$ cat src/rtl/reg_file_16b_rd_if.sv
`default_nettype none
// ============================================================================
// Module      : reg_file_16b_rd_if
// Description : Bus bundle for reg_file_16b_rd. It carries the write port, two
//               read ports and the valid/ready dump stream. The master drives
//               requests. The slave (the register file) drives data back.
// Revision    : 1.0 - initial release
// ============================================================================
interface reg_file_16b_rd_if #(
    parameter int WIDTH = 16,
    parameter int AW    = 3
);
    logic             wr_en;
    logic [AW-1:0]    wr_addr;
    logic [WIDTH-1:0] wr_data;
    logic [AW-1:0]    rd_a_addr;
    logic [WIDTH-1:0] rd_a_data;
    logic [AW-1:0]    rd_b_addr;
    logic [WIDTH-1:0] rd_b_data;
    logic             dump_start;
    logic             dump_ready;
    logic             dump_valid;
    logic [AW-1:0]    dump_idx;
    logic [WIDTH-1:0] dump_data;
    logic             dump_busy;
    logic             dump_done;

    modport master (
        output wr_en, wr_addr, wr_data, rd_a_addr, rd_b_addr,
               dump_start, dump_ready,
        input  rd_a_data, rd_b_data, dump_valid, dump_idx, dump_data,
               dump_busy, dump_done
    );

    modport slave (
        input  wr_en, wr_addr, wr_data, rd_a_addr, rd_b_addr,
               dump_start, dump_ready,
        output rd_a_data, rd_b_data, dump_valid, dump_idx, dump_data,
               dump_busy, dump_done
    );
endinterface
`default_nettype wire

$ cat src/rtl/reg_file_16b_rd.sv
`default_nettype none
// ============================================================================
// Module      : reg_file_16b_rd
// Description : DEPTH x WIDTH register file with one write port, two
//               registered read ports and a sequential dump reader that
//               streams every register over valid/ready. Register 0 always
//               reads as zero.
//               Optional macro REGFILE_WRITE_BYPASS_EN: a read or dump
//               capture of the address being written returns the new data
//               (write-first). When the macro is undefined, it returns the
//               old data (read-first).
// Revision    : 1.0 - initial release
// ============================================================================
module reg_file_16b_rd #(
    parameter int WIDTH = 16,
    parameter int DEPTH = 8,
    parameter int AW    = 3
) (
    input  wire logic        clk,
    input  wire logic        rst_n,
    reg_file_16b_rd_if.slave bus
);

    typedef enum logic [1:0] {
        S_IDLE = 2'd0,
        S_LOAD = 2'd1,
        S_SHOW = 2'd2,
        S_DONE = 2'd3
    } state_t;

    logic [WIDTH-1:0] w_regs [DEPTH];

    // Entry 0 is a constant zero and has no storage.
    assign w_regs[0] = '0;

    generate
        for (genvar gi = 1; gi < DEPTH; gi++) begin : g_regs
            logic [WIDTH-1:0] r_word;

            // Enable-gated word: it holds its value unless it is addressed by a write.
            always_ff @(posedge clk or negedge rst_n) begin
                if (!rst_n) begin
                    r_word <= '0;
                end else if (bus.wr_en && (bus.wr_addr == AW'(gi))) begin
                    r_word <= bus.wr_data;
                end
            end

            assign w_regs[gi] = r_word;
        end
    endgenerate

    // Read-side values, with optional same-cycle forwarding of the write data.
    logic [WIDTH-1:0] w_rd_a_word;
    logic [WIDTH-1:0] w_rd_b_word;
    logic [WIDTH-1:0] w_load_word;
    logic [AW-1:0]    r_idx;

`ifdef REGFILE_WRITE_BYPASS_EN
    logic w_wr_live;
    assign w_wr_live   = bus.wr_en && (bus.wr_addr != '0);
    assign w_rd_a_word = (w_wr_live && (bus.wr_addr == bus.rd_a_addr)) ? bus.wr_data
                                                                       : w_regs[bus.rd_a_addr];
    assign w_rd_b_word = (w_wr_live && (bus.wr_addr == bus.rd_b_addr)) ? bus.wr_data
                                                                       : w_regs[bus.rd_b_addr];
    assign w_load_word = (w_wr_live && (bus.wr_addr == r_idx))         ? bus.wr_data
                                                                       : w_regs[r_idx];
`else
    assign w_rd_a_word = w_regs[bus.rd_a_addr];
    assign w_rd_b_word = w_regs[bus.rd_b_addr];
    assign w_load_word = w_regs[r_idx];
`endif

    logic [WIDTH-1:0] r_rd_a_data;
    logic [WIDTH-1:0] r_rd_b_data;

    // Operand-fetch read ports: both ports have one cycle of latency and no enable.
    always_ff @(posedge clk or negedge rst_n) begin
        if (!rst_n) begin
            r_rd_a_data <= '0;
            r_rd_b_data <= '0;
        end else begin
            r_rd_a_data <= w_rd_a_word;
            r_rd_b_data <= w_rd_b_word;
        end
    end

    assign bus.rd_a_data = r_rd_a_data;
    assign bus.rd_b_data = r_rd_b_data;

    state_t           r_state;
    state_t           w_state_nxt;
    logic [AW-1:0]    w_idx_nxt;
    logic             w_load;
    logic             w_valid;
    logic             w_busy;
    logic             w_done;
    logic [AW-1:0]    r_dump_idx;
    logic [WIDTH-1:0] r_dump_data;

    // Dump FSM state and index register.
    always_ff @(posedge clk or negedge rst_n) begin
        if (!rst_n) begin
            r_state <= S_IDLE;
            r_idx   <= '0;
        end else begin
            r_state <= w_state_nxt;
            r_idx   <= w_idx_nxt;
        end
    end

    // Dump FSM next-state and outputs. A word leaves SHOW only when it is accepted.
    always_comb begin
        w_state_nxt = r_state;
        w_idx_nxt   = r_idx;
        w_load      = 1'b0;
        w_valid     = 1'b0;
        w_busy      = 1'b0;
        w_done      = 1'b0;
        case (r_state)
            S_IDLE: begin
                if (bus.dump_start) begin
                    w_state_nxt = S_LOAD;
                    w_idx_nxt   = '0;
                end
            end
            S_LOAD: begin
                w_busy      = 1'b1;
                w_load      = 1'b1;
                w_state_nxt = S_SHOW;
            end
            S_SHOW: begin
                w_busy  = 1'b1;
                w_valid = 1'b1;
                if (bus.dump_ready) begin
                    if (r_idx == AW'(DEPTH - 1)) begin
                        w_state_nxt = S_DONE;
                    end else begin
                        w_idx_nxt   = r_idx + AW'(1);
                        w_state_nxt = S_LOAD;
                    end
                end
            end
            S_DONE: begin
                w_done      = 1'b1;
                w_state_nxt = S_IDLE;
            end
            default: begin
                w_state_nxt = S_IDLE;
            end
        endcase
    end

    // Snapshot of the word being dumped, captured in LOAD and held through SHOW.
    always_ff @(posedge clk or negedge rst_n) begin
        if (!rst_n) begin
            r_dump_idx  <= '0;
            r_dump_data <= '0;
        end else if (w_load) begin
            r_dump_idx  <= r_idx;
            r_dump_data <= w_load_word;
        end
    end

    assign bus.dump_valid = w_valid;
    assign bus.dump_busy  = w_busy;
    assign bus.dump_done  = w_done;
    assign bus.dump_idx   = r_dump_idx;
    assign bus.dump_data  = r_dump_data;

endmodule
`default_nettype wire

$ cat src/flat_wrapper.sv
// flat-port wrapper written by rule: the top's interface ports become plain ports
module reg_file_16b_rd_flat 
#(
    parameter int WIDTH = 16,
    parameter int DEPTH = 8,
    parameter int AW    = 3
)
  (clk, rst_n, bus_wr_en, bus_wr_addr, bus_wr_data, bus_rd_a_addr, bus_rd_b_addr, bus_dump_start, bus_dump_ready, bus_rd_a_data, bus_rd_b_data, bus_dump_valid, bus_dump_idx, bus_dump_data, bus_dump_busy, bus_dump_done);
  reg_file_16b_rd_if #(.WIDTH(WIDTH), .AW(AW)) bus_i ();
  input  wire logic clk;
  input  wire logic rst_n;
  input wire logic [$bits(bus_i.wr_en)-1:0] bus_wr_en;
  input wire logic [$bits(bus_i.wr_addr)-1:0] bus_wr_addr;
  input wire logic [$bits(bus_i.wr_data)-1:0] bus_wr_data;
  input wire logic [$bits(bus_i.rd_a_addr)-1:0] bus_rd_a_addr;
  input wire logic [$bits(bus_i.rd_b_addr)-1:0] bus_rd_b_addr;
  input wire logic [$bits(bus_i.dump_start)-1:0] bus_dump_start;
  input wire logic [$bits(bus_i.dump_ready)-1:0] bus_dump_ready;
  output wire logic [$bits(bus_i.rd_a_data)-1:0] bus_rd_a_data;
  output wire logic [$bits(bus_i.rd_b_data)-1:0] bus_rd_b_data;
  output wire logic [$bits(bus_i.dump_valid)-1:0] bus_dump_valid;
  output wire logic [$bits(bus_i.dump_idx)-1:0] bus_dump_idx;
  output wire logic [$bits(bus_i.dump_data)-1:0] bus_dump_data;
  output wire logic [$bits(bus_i.dump_busy)-1:0] bus_dump_busy;
  output wire logic [$bits(bus_i.dump_done)-1:0] bus_dump_done;
  assign bus_i.wr_en = bus_wr_en;
  assign bus_i.wr_addr = bus_wr_addr;
  assign bus_i.wr_data = bus_wr_data;
  assign bus_i.rd_a_addr = bus_rd_a_addr;
  assign bus_i.rd_b_addr = bus_rd_b_addr;
  assign bus_i.dump_start = bus_dump_start;
  assign bus_i.dump_ready = bus_dump_ready;
  assign bus_rd_a_data = bus_i.rd_a_data;
  assign bus_rd_b_data = bus_i.rd_b_data;
  assign bus_dump_valid = bus_i.dump_valid;
  assign bus_dump_idx = bus_i.dump_idx;
  assign bus_dump_data = bus_i.dump_data;
  assign bus_dump_busy = bus_i.dump_busy;
  assign bus_dump_done = bus_i.dump_done;
  reg_file_16b_rd #(.WIDTH(WIDTH), .DEPTH(DEPTH), .AW(AW)) u_core (.clk(clk), .rst_n(rst_n), .bus(bus_i));
endmodule
$ cat config.mk
export PLATFORM = sky130hd
export DESIGN_NAME = reg_file_16b_rd_flat
export DESIGN_NICKNAME = d
export VERILOG_FILES = /design/src/rtl/reg_file_16b_rd_if.sv /design/src/rtl/reg_file_16b_rd.sv /design/src/flat_wrapper.sv
export SDC_FILE = /design/constraint.sdc
export NUM_CORES = 1
export LEC_CHECK = 0
export CAP_MARGIN = 20
export CORE_MARGIN = 3
export CORE_UTILIZATION = 40
export DETAILED_ROUTE_END_ITERATION = 12
export MAX_ROUTING_LAYER = met4
export PLACE_DENSITY = 0.7
export RECOVER_POWER = 50
export SETUP_SLACK_MARGIN = 0.4
export SYNTH_ARGS = -nofsm -noshare
export SYNTH_HDL_FRONTEND = slang
export SYNTH_SLANG_ARGS = --single-unit
$ cat constraint.sdc
create_clock -name clk -period 3.9 [get_ports clk]
set_input_delay 1.17 -clock clk [delete_from_list [all_inputs] [get_ports clk]]
set_output_delay 1.17 -clock clk [all_outputs]
set_load 0.02 [all_outputs]
After elaboration in Yosys (flattened, before gate mapping)
Cells that the tools add are included.
- input port bits: 30
- bits in registers: 168
- word-level logic and storage cells: 67
- multiplexer cells: 21
- bitwise operators: 3
- eq/ne operators: 14
- $add $sub $neg: 1
- reductions and logical operators: 12
- order comparisons: 3
- operator list (kind ; number):
    16-bit binary-select mux with 3-bit select ; 3
    16-bit two-way mux ; 6
    3-bit == test (second input constant) ; 5
    4-bit greater-or-equal comparator (second input constant) ; 3
    3-bit NOT with 4-bit output ; 3
    3-bit two-way mux ; 3
    2-bit case mux with 4 select lines ; 1
    1-bit logical AND ; 7
    3-bit by 2-bit == test with 1-bit output (second input constant) ; 2
    2-bit two-way mux ; 3
    2-bit inequality test (second input constant) ; 3
    3-bit case mux with 2 select lines ; 1
    2-bit == test (second input constant) ; 2
    1-bit two-way mux ; 4
    4-bit AND reduction ; 1
    3-bit by 1-bit adder with 3-bit output (second input constant) ; 1
    3-bit by 1-bit == test with 1-bit output (second input constant) ; 1
    2-bit by 1-bit == test with 1-bit output (second input constant) ; 1
    2-bit zero test ; 1
    2-bit AND reduction ; 1
    2-bit nonzero test ; 1
    2-bit OR reduction ; 1

Depth between registers and ports, before layout
- depth in word-level cells: 4
- gate-level depth with buffers: 8
- depth with buffers taken out: 5

Worst setup path before layout
No wires, ideal clock.
- path kind: input to register
- start point: input bus_wr_addr[1]
- end point: register u_core.g_regs[1].r_word[10]
- arrival: 2164 ps
- cell stages on the path: 5
- data required time: 3775 ps
- setup slack: 1611 ps
- path through: buf_4 > and4bb_1 > buf_6 > buf_6 > mux2_4
- longest elaborated chain between the ends: 2
- ends and longest elaborated chain (item ; line ; RTL):
    start: declaration ; flat_wrapper.sv:13 ; input wire logic [$bits(bus_i.wr_addr)-1:0] bus_wr_addr;
    3-bit by 1-bit == test with 1-bit output ; reg_file_16b_rd.sv:44 ; end else if (bus.wr_en && (bus.wr_addr == AW'(gi))) begin
    1-bit logical AND ; reg_file_16b_rd.sv:44 ;
    end signal: assignment ; reg_file_16b_rd.sv:45 ; r_word <= bus.wr_data;
    end: declaration ; reg_file_16b_rd.sv:38 ; logic [WIDTH-1:0] r_word;
Every way passes these cells.
A chain may end at the register's enable or synchronous reset.

Worst setup path after layout
- start point: register u_core.r_state[0]
- end point: output bus_dump_valid
- longest elaborated chain between the ends: 2
- ends and longest elaborated chain (item ; line ; RTL):
    start: declaration ; reg_file_16b_rd.sv:91 ; state_t r_state;
    start signal: assignment ; reg_file_16b_rd.sv:107 ; r_state <= w_state_nxt;
    2-bit == test ; reg_file_16b_rd.sv:120 ; case (r_state)
    1-bit two-way mux ; reg_file_16b_rd.sv:120 ;
    end: declaration ; flat_wrapper.sv:21 ; output wire logic [$bits(bus_i.dump_valid)-1:0] bus_dump_valid;
Every way passes these cells.

==> flow_metrics.env <==
export IMPL_outcome="finished with violations"
export IMPL_violations="capacitance limit, slew limit"
export IMPL_clock_buffer_depth=2
export IMPL_row_count=54
export IMPL_route_antenna_remaining_nets=0
export IMPL_routed_wl_um=22600
export IMPL_yosysWarnings=0
export IMPL_layout_filler_cells=1979
export IMPL_area_delta_synth_final_pct=17.6
export IMPL_gp_congestion=0.817
export IMPL_via_count_of_the_first_global_routing_pass=6106
export IMPL_post_dp_cell_area_sq_um=9940
export IMPL_die_w_um=155
export IMPL_netlist_cell_type_count=35
export IMPL_clock_tree_root_driver_cell="clkbuf_16"
export IMPL_numClockSinks=168
export IMPL_drive_gt1_share_pct=38.7
export IMPL_synth_ff_latch_count=168
export IMPL_totalNegativeSetupSlack_ns=0
export IMPL_post_cts_setup_buffers=0
export IMPL_vdd_drop_max_v=0.000295
export IMPL_floorplan_core_area_sq_um=21900
export IMPL_syn_area_sq_um=8930
export IMPL_postSynthCellCount=654
export IMPL_critPathLaunchType="register"
export IMPL_post_cts_resize_count=0
export IMPL_vias_per_cell=5.81
export IMPL_ys_top_cells_by_area="dfrtp_1 (47%), mux2_2 (21%), mux4_2 (8.1%)"
export IMPL_global_route_usage_total_pct=19.7
export IMPL_cts_buffers_inserted=17
export IMPL_cp_max_fo=8
export IMPL_min_period_over_period_pct=81.4
export IMPL_ctsHtreeMaxLevel=4
export IMPL_multi_input_comb_area_sq_um=4300
export IMPL_critical_register_to_register_path_startpoint="u_core.r_idx[1]"
export IMPL_port_buf_inserts=83
export IMPL_setup_violations=0
export IMPL_critical_path_endpoint_type="output pin"
export IMPL_yosysSeqAreaShare_pct=47.1
export IMPL_power_density_nw_per_um2=613
export IMPL_detail_route_drc_violations=0
export IMPL_hold_violations=0
export IMPL_maximum_number_of_pins_on_one_net_before_global_route_repair=74
export IMPL_detail_route_wl_per_cell_um=22.2
export IMPL_die_height_um=155
export IMPL_globalRouteOverflowTotal=0
export IMPL_clock_latency_ns=0.44
export IMPL_layout_nets=765
export IMPL_cp_required_ns=2.73
export IMPL_worst_pin_slew_ns=1.87
export IMPL_design_die_area_sq_um=24200
export IMPL_finalInstanceArea_sq_um=10500
export IMPL_fmax_mhz=315
export IMPL_timing_max_transition_violations_final=73
export IMPL_drt_first_iter_violations=460
export IMPL_dr_total_vias=5923
export IMPL_holdCritPathClass="reg2reg"
export IMPL_crit_type="reg2out"
export IMPL_cts_hold_buffers_added=0
export IMPL_worst_endpoint_arrival_ns=2.01
export IMPL_antenna_diode_count=0
export IMPL_timing_critical_path_from="u_core.r_state[0]"
export IMPL_antenna_found_initial=0
export IMPL_skew_ns=0.00662
export IMPL_dp_final_hpwl_um=13900
export IMPL_cell_type_contributing_the_most_total_cell_area_after_synthesis="dfrtp_1"
export IMPL_initial_utilization_pct=40.8
export IMPL_sequential_cell_area_sq_um=4200
export IMPL_yosys_area_top_type_share_pct=47.1
export IMPL_clock_slew_at_reported_path_ffs_ns=0.06
export IMPL_syn_area_per_cell_sq_um=13.7
export IMPL_layout_min_cycle_time_ns=3.18
export IMPL_grt_setup_unrepaired="false"
export IMPL_cts_tree="built"
export IMPL_worst_slew_margin_rel_pct=-24.9
export IMPL_synthesis_nets=692
export IMPL_worst_hold_startpoint="u_core.bus.dump_idx[2]"
export IMPL_global_route_wire_length_before_repair_um=35400
export IMPL_firstDrtPassIters=5
export IMPL_drv_max_cap_violation_count=1
export IMPL_total_leakage_power_nw=4.36
export IMPL_ios=84
[power breakdown]
part	leakage, nW	switching [mW]	internal, mW
clock	0.278	0.710	0.972
sequential	2.04	0.380	2.18
combinational	2.05	1.01	1.18
total	4.36	2.10	4.34
[critical path, stage by stage, from the launching register on]
cell             delay (ns)
dfrtp_1                0.41
inv_1                  0.16
ha_1                   0.33
clkdlybuf4s50_1        0.66
[synthesized netlist by cell type]
library cell  number
a21o_1             1
and4bb_1           2
o21ai_0            3
nand2b_1           3
a211oi_1          17
nand3b_1           1
buf_1              2
buf_4             12
and2b_1            2
a22oi_1           20
mux2i_1            4
buf_6             13
nand4_2            1
nand2_1           25
o22ai_1           16
nor3_4             1
mux4_2            32
o32a_1             1
nor2b_1            3
dfrtp_1          168
inv_1             15
o2bb2ai_1          1
mux2_4            21
clkbuf_2           1
o21ai_1           18
ha_1               8
nand4b_4           3
nor2_1            17
nand2_2            1
clkbuf_1          13
a221oi_1          27
a21oi_1           13
mux2_1             4
mux2_2           170
buf_2             15
[layout make-up]
cell class,count,area share (%)
inverter,15,0.536
tap,280,3.34
clock buffer,20,4.35
timing repair buffer,110,9.68
multi-input combinational,415,40.9
sequential,168,40.0
clock inverter,11,1.18
[kinds of logic after synthesis]
group	after synthesis	synth area share (%)
flip-flops	168	47.1
multiplexers	231	34.0
AND/OR/NAND/NOR	59	3.91
buffers and inverters	71	4.81
AO/OA/AOI/OAI	117	9.08
adder cells (fa/ha/maj)	8	1.12
[sequential cells by signal, indices dropped and copies added, names as in the netlist]
signal / cells
u_core.g_regs.r_word: 112
u_core.bus.dump_data: 16
u_core.bus.rd_a_data: 16
u_core.bus.rd_b_data: 16
u_core.bus.dump_idx: 3
u_core.r_idx: 3
u_core.r_state: 2
[metrics by stage]
step	util (%)	hold slack, ns	setup WS, ns	total power, mW	instances
CTS	48.1	0.514	0.701	6.48	1019
detailed placement	45.4	0.499	0.878	4.78	988
floorplan	-	0.490	1.61	4.00	654
global placement	45.4	0.488	0.894	4.74	988
global route	48.0	0.548	0.640	6.77	1019
finish	48.0	0.508	0.724	6.43	1019
[placed cells by master, fill, tap and decap left out, drive strengths merged]
master / count
nand2: 26
o2bb2ai: 1
dfrtp: 168
mux2: 195
clkinv: 5
clkbuf: 25
nor2b: 3
nor3: 1
a21oi: 13
ha: 8
nand4: 1
clkinvlp: 3
nand2b: 3
nand3b: 1
and2b: 2
bufinv: 2
a21o: 1
o22ai: 16
buf: 25
nand4b: 3
a211oi: 17
nor2: 17
and4bb: 2
a221oi: 27
o32a: 1
dlygate4sd3: 3
clkdlybuf4s50: 77
a22oi: 20
mux4: 32
o21ai: 21
mux2i: 4
inv: 16
[final timing paths]
path	endpoint	slack [ns]	cells past startpoint
hold reg to reg	u_core.bus.dump_idx[2]	0.51	1
max in group asynchronous	u_core.g_regs[5].r_word[11]	1.10	2
setup reg to reg	u_core.bus.dump_data[13]	1.24	4
hold / removal	u_core.bus.dump_idx[2]	0.51	1
min in group asynchronous	u_core.bus.rd_b_data[9]	1.23	1
setup / recovery	bus_dump_valid	0.72	3
[layer usage]
metal | track usage, % | vias to the layer above | wire length, um
li1 | - | 2630 | -
met1 | 25.6 | 3062 | 9810
met2 | 31.5 | 196 | 11000
met3 | 3.76 | 35 | 1260
met4 | 6.38 | 0 | 473
met5 | - | - | 0
Power figures use the tool's default switching activity.
